$ cat src/rtl/dds_freq_meter_if.sv
// Sample/control/result bundle between the DDS output bus and the frequency meter.
interface dds_freq_meter_if #(
  parameter int DATA_W = 10,
  parameter int CNT_W  = 32
);
  logic [DATA_W-1:0] sample_in;
  logic              sample_valid;
  logic              start;
  logic              cont;
  logic              busy;
  logic              meas_valid;
  logic [CNT_W-1:0]  period_cnt;
  logic [DATA_W-1:0] peak_max;
  logic [DATA_W-1:0] peak_min;
  logic              timeout;

  modport master (
    output sample_in, sample_valid, start, cont,
    input  busy, meas_valid, period_cnt, peak_max, peak_min, timeout
  );

  modport slave (
    input  sample_in, sample_valid, start, cont,
    output busy, meas_valid, period_cnt, peak_max, peak_min, timeout
  );
endinterface

$ cat src/rtl/dds_freq_meter.sv
// Period and peak/trough meter for the DDS sample stream: hysteretic midscale
// crossing detector feeding an NPER-period window counter.
module dds_freq_meter #(
  parameter int DATA_W  = 10,
  parameter int MID     = 512,
  parameter int HYST    = 16,
  parameter int NPER    = 16,
  parameter int CNT_W   = 32,
  parameter int TIMEOUT = 1 << 24
) (
  input  logic           clk,
  input  logic           reset,
  dds_freq_meter_if.slave bus
);

  typedef enum logic [2:0] {IDLE, ARM, SYNC, MEAS, DONE} state_t;

  localparam int                      XC_W    = $clog2(NPER) + 1;
  localparam logic [XC_W-1:0]         X_LAST  = XC_W'(NPER - 1);
  localparam logic [CNT_W-1:0]        TO_LAST = CNT_W'(TIMEOUT - 1);
  localparam logic signed [DATA_W:0]  HYST_S  = (DATA_W+1)'(HYST);
  localparam logic signed [DATA_W:0]  MID_S   = (DATA_W+1)'(MID);

  function automatic logic [CNT_W-1:0] sat_inc(input logic [CNT_W-1:0] v);
    return (&v) ? v : v + 1'b1;
  endfunction

  function automatic logic signed [DATA_W:0] center(input logic [DATA_W-1:0] s);
    return $signed({1'b0, s}) - MID_S;
  endfunction

  logic signed [DATA_W:0] ctr_p0;
  logic                   set_p0, clr_p0;
  logic                   hi_p1, xr_p1;
  state_t                 state, state_nx;
  logic                   to_cond, to_hit, sync_hit, fin_hit;
  logic [CNT_W-1:0]       cnt;
  logic [XC_W-1:0]        xcnt;
  logic [DATA_W-1:0]      pmax_r, pmin_r;
  logic                   meas_valid_r, timeout_r;
  logic [CNT_W-1:0]       period_r;
  logic [DATA_W-1:0]      peak_max_r, peak_min_r;

  // stage p0: signed distance of the sample from midscale
  assign ctr_p0 = center(bus.sample_in);
  assign set_p0 = bus.sample_valid && (ctr_p0 >= HYST_S);
  assign clr_p0 = bus.sample_valid && (ctr_p0 <= -HYST_S);

  // stage p1: Schmitt state and registered rising-crossing pulse
  always_ff @(posedge clk) begin
    if (reset) begin
      hi_p1 <= 1'b0;
      xr_p1 <= 1'b0;
    end else begin
      xr_p1 <= set_p0 && !hi_p1;
      if (set_p0)
        hi_p1 <= 1'b1;
      else if (clr_p0)
        hi_p1 <= 1'b0;
    end
  end

  always_ff @(posedge clk) begin
    if (reset)
      state <= IDLE;
    else
      state <= state_nx;
  end

  assign to_cond = (cnt == TO_LAST);

  // Timeout is tested before any crossing so an abort always wins.
  always_comb begin
    state_nx = state;
    to_hit   = 1'b0;
    sync_hit = 1'b0;
    fin_hit  = 1'b0;
    unique case (state)
      IDLE: if (bus.start) state_nx = ARM;
      ARM: begin
        if (to_cond) begin
          to_hit   = 1'b1;
          state_nx = IDLE;
        end else if (!hi_p1) begin
          state_nx = SYNC;
        end
      end
      SYNC: begin
        if (to_cond) begin
          to_hit   = 1'b1;
          state_nx = IDLE;
        end else if (xr_p1) begin
          sync_hit = 1'b1;
          state_nx = MEAS;
        end
      end
      MEAS: begin
        if (to_cond) begin
          to_hit   = 1'b1;
          state_nx = IDLE;
        end else if (xr_p1 && xcnt == X_LAST) begin
          fin_hit  = 1'b1;
          state_nx = DONE;
        end
      end
      DONE:    state_nx = bus.cont ? MEAS : IDLE;
      default: state_nx = IDLE;
    endcase
  end

  // Window datapath: the closing crossing reopens the window, so a continuous
  // run restarts from the same edge without losing a period.
  always_ff @(posedge clk) begin
    if (state == IDLE || sync_hit || fin_hit)
      cnt <= '0;
    else
      cnt <= sat_inc(cnt);

    if (sync_hit || fin_hit)
      xcnt <= '0;
    else if (state == MEAS && xr_p1)
      xcnt <= xcnt + 1'b1;

    if (sync_hit || fin_hit) begin
      pmax_r <= bus.sample_in;
      pmin_r <= bus.sample_in;
    end else if ((state == MEAS || state == DONE) && bus.sample_valid) begin
      if (bus.sample_in > pmax_r) pmax_r <= bus.sample_in;
      if (bus.sample_in < pmin_r) pmin_r <= bus.sample_in;
    end
  end

  // Result registers: the cnt seen at the closing crossing is one short of tN - t0.
  always_ff @(posedge clk) begin
    if (reset) begin
      meas_valid_r <= 1'b0;
      timeout_r    <= 1'b0;
      period_r     <= '0;
      peak_max_r   <= '0;
      peak_min_r   <= '1;
    end else begin
      meas_valid_r <= fin_hit;
      timeout_r    <= to_hit;
      if (fin_hit) begin
        period_r   <= sat_inc(cnt);
        peak_max_r <= (bus.sample_valid && bus.sample_in > pmax_r) ? bus.sample_in : pmax_r;
        peak_min_r <= (bus.sample_valid && bus.sample_in < pmin_r) ? bus.sample_in : pmin_r;
      end
    end
  end

  assign bus.busy       = (state != IDLE);
  assign bus.meas_valid = meas_valid_r;
  assign bus.timeout    = timeout_r;
  assign bus.period_cnt = period_r;
  assign bus.peak_max   = peak_max_r;
  assign bus.peak_min   = peak_min_r;

endmodule

$ cat src/flat_wrapper.sv
// flat-port wrapper written by rule: the top's interface ports become plain ports
module dds_freq_meter_flat 
#(
  parameter int DATA_W  = 10,
  parameter int MID     = 512,
  parameter int HYST    = 16,
  parameter int NPER    = 16,
  parameter int CNT_W   = 32,
  parameter int TIMEOUT = 1 << 24
)
  (clk, reset, bus_sample_in, bus_sample_valid, bus_start, bus_cont, bus_busy, bus_meas_valid, bus_period_cnt, bus_peak_max, bus_peak_min, bus_timeout);
  dds_freq_meter_if #(.DATA_W(DATA_W), .CNT_W(CNT_W)) bus_i ();
  input  logic clk;
  input  logic reset;
  input wire logic [$bits(bus_i.sample_in)-1:0] bus_sample_in;
  input wire logic [$bits(bus_i.sample_valid)-1:0] bus_sample_valid;
  input wire logic [$bits(bus_i.start)-1:0] bus_start;
  input wire logic [$bits(bus_i.cont)-1:0] bus_cont;
  output wire logic [$bits(bus_i.busy)-1:0] bus_busy;
  output wire logic [$bits(bus_i.meas_valid)-1:0] bus_meas_valid;
  output wire logic [$bits(bus_i.period_cnt)-1:0] bus_period_cnt;
  output wire logic [$bits(bus_i.peak_max)-1:0] bus_peak_max;
  output wire logic [$bits(bus_i.peak_min)-1:0] bus_peak_min;
  output wire logic [$bits(bus_i.timeout)-1:0] bus_timeout;
  assign bus_i.sample_in = bus_sample_in;
  assign bus_i.sample_valid = bus_sample_valid;
  assign bus_i.start = bus_start;
  assign bus_i.cont = bus_cont;
  assign bus_busy = bus_i.busy;
  assign bus_meas_valid = bus_i.meas_valid;
  assign bus_period_cnt = bus_i.period_cnt;
  assign bus_peak_max = bus_i.peak_max;
  assign bus_peak_min = bus_i.peak_min;
  assign bus_timeout = bus_i.timeout;
  dds_freq_meter #(.DATA_W(DATA_W), .MID(MID), .HYST(HYST), .NPER(NPER), .CNT_W(CNT_W), .TIMEOUT(TIMEOUT)) u_core (.clk(clk), .reset(reset), .bus(bus_i));
endmodule
$ cat config.mk
export PLATFORM = sky130hd
export DESIGN_NAME = dds_freq_meter_flat
export DESIGN_NICKNAME = d
export VERILOG_FILES = /design/src/rtl/dds_freq_meter_if.sv /design/src/rtl/dds_freq_meter.sv /design/src/flat_wrapper.sv
export SDC_FILE = /design/constraint.sdc
export NUM_CORES = 1
export LEC_CHECK = 0
export CAP_MARGIN = 20
export CORE_MARGIN = 2
export CORE_UTILIZATION = 60
export DETAILED_ROUTE_END_ITERATION = 8
export HOLD_SLACK_MARGIN = 0.08
export PLACE_DENSITY_LB_ADDON = 0.05
export SLEW_MARGIN = 40
export SYNTH_ARGS = -nofsm -noshare
export SYNTH_HDL_FRONTEND = slang
export SYNTH_SLANG_ARGS = --single-unit
$ cat constraint.sdc
create_clock -name clk -period 4.75 [get_ports clk]
set_input_delay 1.425 -clock clk [delete_from_list [all_inputs] [get_ports clk]]
set_output_delay 1.425 -clock clk [all_outputs]
set_load 0.01 [all_outputs]
=== After elaboration in Yosys (flattened, before gate mapping) ===
Index checks and enable logic that the tools add are counted.

* Order comparisons: 4
* Equal/unequal tests: 10
* Bitwise logic cells: 1
* Reduce and logical (&&, ||, !) cells: 25
* Muxes and demuxes: 27
* Add/sub/neg operators: 3

{| class="wikitable"
|+ Operator list
! operator !! count
|-
| $mux W10 || 8
|-
| $add A32 B1 Y32 const B || 1
|-
| $eq A32 B24 Y1 const B || 1
|-
| $mux W32 || 1
|-
| $reduce_and A32 Y1 || 1
|-
| $mux W3 || 7
|-
| $pmux W3 S5 || 1
|-
| $ge A11 B6 Y1 const B || 1
|-
| $le A11 B5 Y1 const B || 1
|-
| $sub A10 B10 Y11 const B || 1
|-
| $gt A10 B10 Y1 || 1
|-
| $lt A10 B10 Y1 || 1
|-
| $mux W1 || 9
|-
| $logic_and A1 B1 Y1 || 8
|-
| $reduce_bool A2 Y1 || 4
|-
| $eq A3 B2 Y1 const B || 2
|-
| $ne A3 B1 Y1 const B || 2
|-
| $add A5 B1 Y5 const B || 1
|-
| $eq A5 B4 Y1 const B || 1
|-
| $logic_or A1 B1 Y1 || 4
|-
| $reduce_and A2 Y1 || 2
|-
| $reduce_and A4 Y1 || 1
|-
| $eq A3 B1 Y1 const B || 1
|-
| $eq A3 B3 Y1 const B || 1
|-
| 9 further kinds || 9
|}

* Bits in registers: 116
* Output and inout bits: 55
* Bits of input ports: 15
* Logic and storage cells: 82

=== Depth between registers and ports, before layout ===
* Word-level depth: 8
* Gate-level depth with buffers: 9
* Gate-level depth less buffers: 8

=== Least setup slack after synthesis ===
OpenSTA, ideal clock, no wires.

* Kind: input -> register
* From: input port bus_sample_in[8]
* To: register u_core.pmin_r[0], enable pin
* Library setup time: 381 ps
* Arrival time: 3124 ps
* Stages: 7
* Path buffers: 1
* Data required time: 4369 ps
* Setup slack: 1246 ps
* Path through: ha_1 > a21o_1 > a21oi_1 > o31a_1 > clkbuf_1 > nand2_1 > o22ai_1

* Cells in the longest elaborated chain, start to end: 3

{| class="wikitable"
|+ RTL lines
! item !! RTL line !! RTL
|-
| start: declaration || flat_wrapper.sv:15 || <nowiki>input wire logic [$bits(bus_i.sample_in)-1:0] bus_sample_in;</nowiki>
|-
| $lt A10 B10 Y1 || dds_freq_meter.sv:129 || <nowiki>if (bus.sample_in < pmin_r) pmin_r <= bus.sample_in;</nowiki>
|-
| $reduce_bool A2 Y1 (no source line) || -- ||
|-
| $reduce_and A2 Y1 (no source line) || -- ||
|-
| end signal: assignment || dds_freq_meter.sv:126 || <nowiki>pmin_r <= bus.sample_in;</nowiki>
|-
| end signal: assignment || dds_freq_meter.sv:129 ||
|-
| end: declaration || dds_freq_meter.sv:39 || <nowiki>logic [DATA_W-1:0] pmax_r, pmin_r;</nowiki>
|}

No other way between the ends.
A chain may end at the register's enable or synchronous reset.

=== Worst setup path in the final report ===
* From: input port bus_sample_in[8]
* To: register u_core.pmin_r[2], enable pin

Same word-level chain as after synthesis.

==> results.sh <==
export IMPL_grt_max_degree=57
export IMPL_layout_min_cycle_time_ps=3684
export IMPL_yosysTopAreaCell="sky130_fd_sc_hd__dfxtp_1"
export IMPL_finalSetupViolations=0
export IMPL_gr_usage_all_layers=0.3042
export IMPL_hpwl_mm=10.07
export IMPL_cts_htree_levels=4
export IMPL_layout_drive_gt1_share=0.08345
export IMPL_report_final_hold_viol_count=0
export IMPL_rsz0062_at_grt="false"
export IMPL_wirelength_mm=15.07
export IMPL_synth_fp_nets=658
export IMPL_cts_sink_count=116
export IMPL_tritoncts="done"
export IMPL_firstDrtPassIters=6
export IMPL_finalCoreUtilization=0.7613
export IMPL_count_of_flip_flops_with_a_built_in_enable_after_synthesis=20
export IMPL_grt_busiest_layer="met2"
export IMPL_tritoncts_num_buffers=17
export IMPL_synth_sequential_area_ratio=0.4513
export IMPL_final_cells=806
export IMPL_grt_pass1_vias=4830
export IMPL_crit_arrival_ps=3910
export IMPL_maxSlewViolCount=0
export IMPL_via_per_inst=6.444
export IMPL_core_region_area_mm2=0.009153
export IMPL_timing_setup_tns_ps=0
export IMPL_routabilityCongestion=0.9690
export IMPL_worstSetupPathType="input pin to register"
export IMPL_synthTopCellsByCount="96 x sky130_fd_sc_hd__dfxtp_1, 70 x sky130_fd_sc_hd__nor2_1, 42 x sky130_fd_sc_hd__nand3_1"
export IMPL_crit_path_start_kind="input pin"
export IMPL_drt_iter0_markers=571
export IMPL_route_antenna_remaining_nets=0
export IMPL_most_used_flip_flop_cell_after_synthesis="sky130_fd_sc_hd__dfxtp_1"
export IMPL_worst_clock_skew_ps=10.38
export IMPL_fp_dieH_um=100.5
export IMPL_outcome="complete, no violations"
export IMPL_drc=0
export IMPL_vdd_ir_drop_worst_mv=0.2657
export IMPL_diodes=0
export IMPL_area_growth_pct=24.67
export IMPL_yosysWarnings=0
export IMPL_count_of_distinct_cell_types_in_the_synthesized_netlist=54
export IMPL_maxCapViolations=0
export IMPL_fin_area_mm2=0.006968
export IMPL_nNetsFinal=719
export IMPL_grtUsageMet1=0.4328
export IMPL_initial_standard_cell_utilization_of_the_core=0.6107
export IMPL_max_slew_margin=0.4841
export IMPL_asyncSetResetFlopFracSynth=0
export IMPL_die_area_mm2=0.01010
export IMPL_worstHoldPathType="register to register"
export IMPL_synth_ff_latch_count=116
export IMPL_hold_buffers=0
export IMPL_cts_resized=0
export IMPL_detailed_place_area_mm2=0.006337
export IMPL_cts_setup_buffers=0
export IMPL_cts_reportedPaths_clkPinSlew_ps=60
export IMPL_power_per_cell_area_mw_per_mm2=370.9
export IMPL_worst_pin_slew_ps=767.9
export IMPL_cts_root_buf="sky130_fd_sc_hd__clkbuf_8"
export IMPL_clk_latency_ps=520
export IMPL_dr_total_vias=5194
export IMPL_avgSynthCellArea_um2=9.000
export IMPL_globalRouteMet2Util=0.4662
export IMPL_grt_antenna_before_repair=0
export IMPL_cellLeakagePower_nw=2.423
export IMPL_synth_area_leaders="sky130_fd_sc_hd__dfxtp_1 34%, sky130_fd_sc_hd__edfxtp_1 11%, sky130_fd_sc_hd__ha_1 4.9%"
export IMPL_num_io_pins=70
export IMPL_final_min_period_over_clock_period=0.7755
export IMPL_ctsLongestPathBuffers=2
export IMPL_cp_data_required_time_ps=4970
export IMPL_grt_use_met3=0.06449
export IMPL_globalRouteOverflowTotal=0
export IMPL_grt_pass1_wl_mm=24.20
export IMPL_port_buffer_count=69
export IMPL_cell_area_after_synthesis_mm2=0.005589
export IMPL_most_common_cell_in_the_synthesized_netlist="sky130_fd_sc_hd__dfxtp_1"
export IMPL_crit_fanout=11
export IMPL_floorplan_rows=35
export IMPL_detail_route_wl_per_cell_um=18.70
export IMPL_end_kind="register"
export IMPL_placed_cells=774
export IMPL_post_synth_inst_count=621
export IMPL_timing_fmax_mhz=271.5
export IMPL_fillerInstances=676
export IMPL_synth_top_cell_area_share=0.3439
export IMPL_die_w_um=100.5
## worst max-delay path, cell delays in order
cell and delay (ps):
sky130_fd_sc_hd__clkdlybuf4s50_1 670, sky130_fd_sc_hd__ha_1 300, sky130_fd_sc_hd__a21o_1 180, sky130_fd_sc_hd__a21oi_1 220, sky130_fd_sc_hd__o31a_1 400, sky130_fd_sc_hd__nand2_1 100, sky130_fd_sc_hd__o22ai_1 350, sky130_fd_sc_hd__buf_4 240
## flip-flops by register name (all words and copies together) (netlist names)
register / count
u_core.state: 3
u_core.bus.peak_min: 10
u_core.bus.timeout: 1
u_core.hi_p1: 1
u_core.pmax_r: 10
u_core.xcnt: 5
u_core.bus.period_cnt: 32
u_core.xr_p1: 1
u_core.cnt: 32
u_core.pmin_r: 10
u_core.bus.peak_max: 10
u_core.bus.meas_valid: 1
## where the power goes
| part | total (mW) | switching (mW) | internal, mW | leakage, nW |
|---|---|---|---|---|
| registers | 1.05 | 0.0280 | 1.03 | 0.955 |
| clock network | 1.30 | 0.487 | 0.814 | 0.295 |
| logic | 0.230 | 0.148 | 0.0817 | 1.17 |
## layout make-up
class / count / area, µm² / area share
clock buffers: 19 / 464.2 / 0.06662
clock inverters: 13 / 146.4 / 0.02101
inverters: 29 / 108.9 / 0.01562
multi-input cells: 438 / 2819 / 0.4046
flip-flops and latches: 116 / 2522 / 0.3620
well taps: 111 / 138.9 / 0.01993
repair buffers: 80 / 768.2 / 0.1103
## through the flow
step                      hold slack [ps]  power (mW)  worst slack, ps
after floorplan                     440.6       1.211             1246
after global placement              472.2       1.282            750.5
after detailed placement            475.1       1.295            625.3
after CTS                           492.3       2.586             1184
after global routing                517.8       2.660            901.3
final                               487.7       2.584             1066
## layout by cell type, fill, tap and decap left out, types with 8 or more instances in the layout
| master | count |
|---|---|
| sky130_fd_sc_hd__a31oi_1 | 18 |
| sky130_fd_sc_hd__nand2_1 | 22 |
| sky130_fd_sc_hd__nand4_1 | 15 |
| sky130_fd_sc_hd__buf_4 | 11 |
| sky130_fd_sc_hd__inv_1 | 29 |
| sky130_fd_sc_hd__clkbuf_16 | 18 |
| sky130_fd_sc_hd__and3_1 | 9 |
| sky130_fd_sc_hd__o31ai_1 | 8 |
| sky130_fd_sc_hd__dfxtp_1 | 96 |
| sky130_fd_sc_hd__o21ai_0 | 27 |
| sky130_fd_sc_hd__xnor2_1 | 13 |
| sky130_fd_sc_hd__clkdlybuf4s50_1 | 68 |
| sky130_fd_sc_hd__nor4_1 | 9 |
| sky130_fd_sc_hd__nand3_1 | 42 |
| sky130_fd_sc_hd__nor2_1 | 70 |
| sky130_fd_sc_hd__ha_1 | 22 |
| sky130_fd_sc_hd__nand2b_1 | 9 |
| sky130_fd_sc_hd__a21oi_1 | 23 |
| sky130_fd_sc_hd__nor3_1 | 31 |
| sky130_fd_sc_hd__a311oi_1 | 16 |
| sky130_fd_sc_hd__a211oi_1 | 21 |
| sky130_fd_sc_hd__edfxtp_1 | 20 |
## final timing paths
path / startpoint / end / slack, ps / depth (start not counted)
hold reg to reg: u_core.bus.period_cnt[30] / u_core.bus.period_cnt[30] / 490 / 2
setup / recovery: bus_sample_in[8] / u_core.pmin_r[2] / 1070 / 8
hold / removal: u_core.bus.period_cnt[30] / u_core.bus.period_cnt[30] / 490 / 2
setup reg to reg: u_core.cnt[0] / u_core.bus.peak_min[0] / 1690 / 8
## routing by layer
layer,share of wire,routed length (µm)
met5,0,0
met1,0.45,6764
met2,0.45,6804
met3,0.084,1273
met4,0.015,231
## cell families (layout without fill, tap and decap cells)
group           count (synthesis)  after routing  share of synthesized area
compound gates                152            152                     0.1871
simple gates                  240            240                     0.2245
fa+ha+maj                      22             22                    0.04925
mux                             6              6                    0.01075
flops                         116            116                     0.4513
buf+inv                        67            141                    0.04880
xor+xnor                       18             18                    0.02821
No activity file was read; power rests on OpenSTA's default activity.
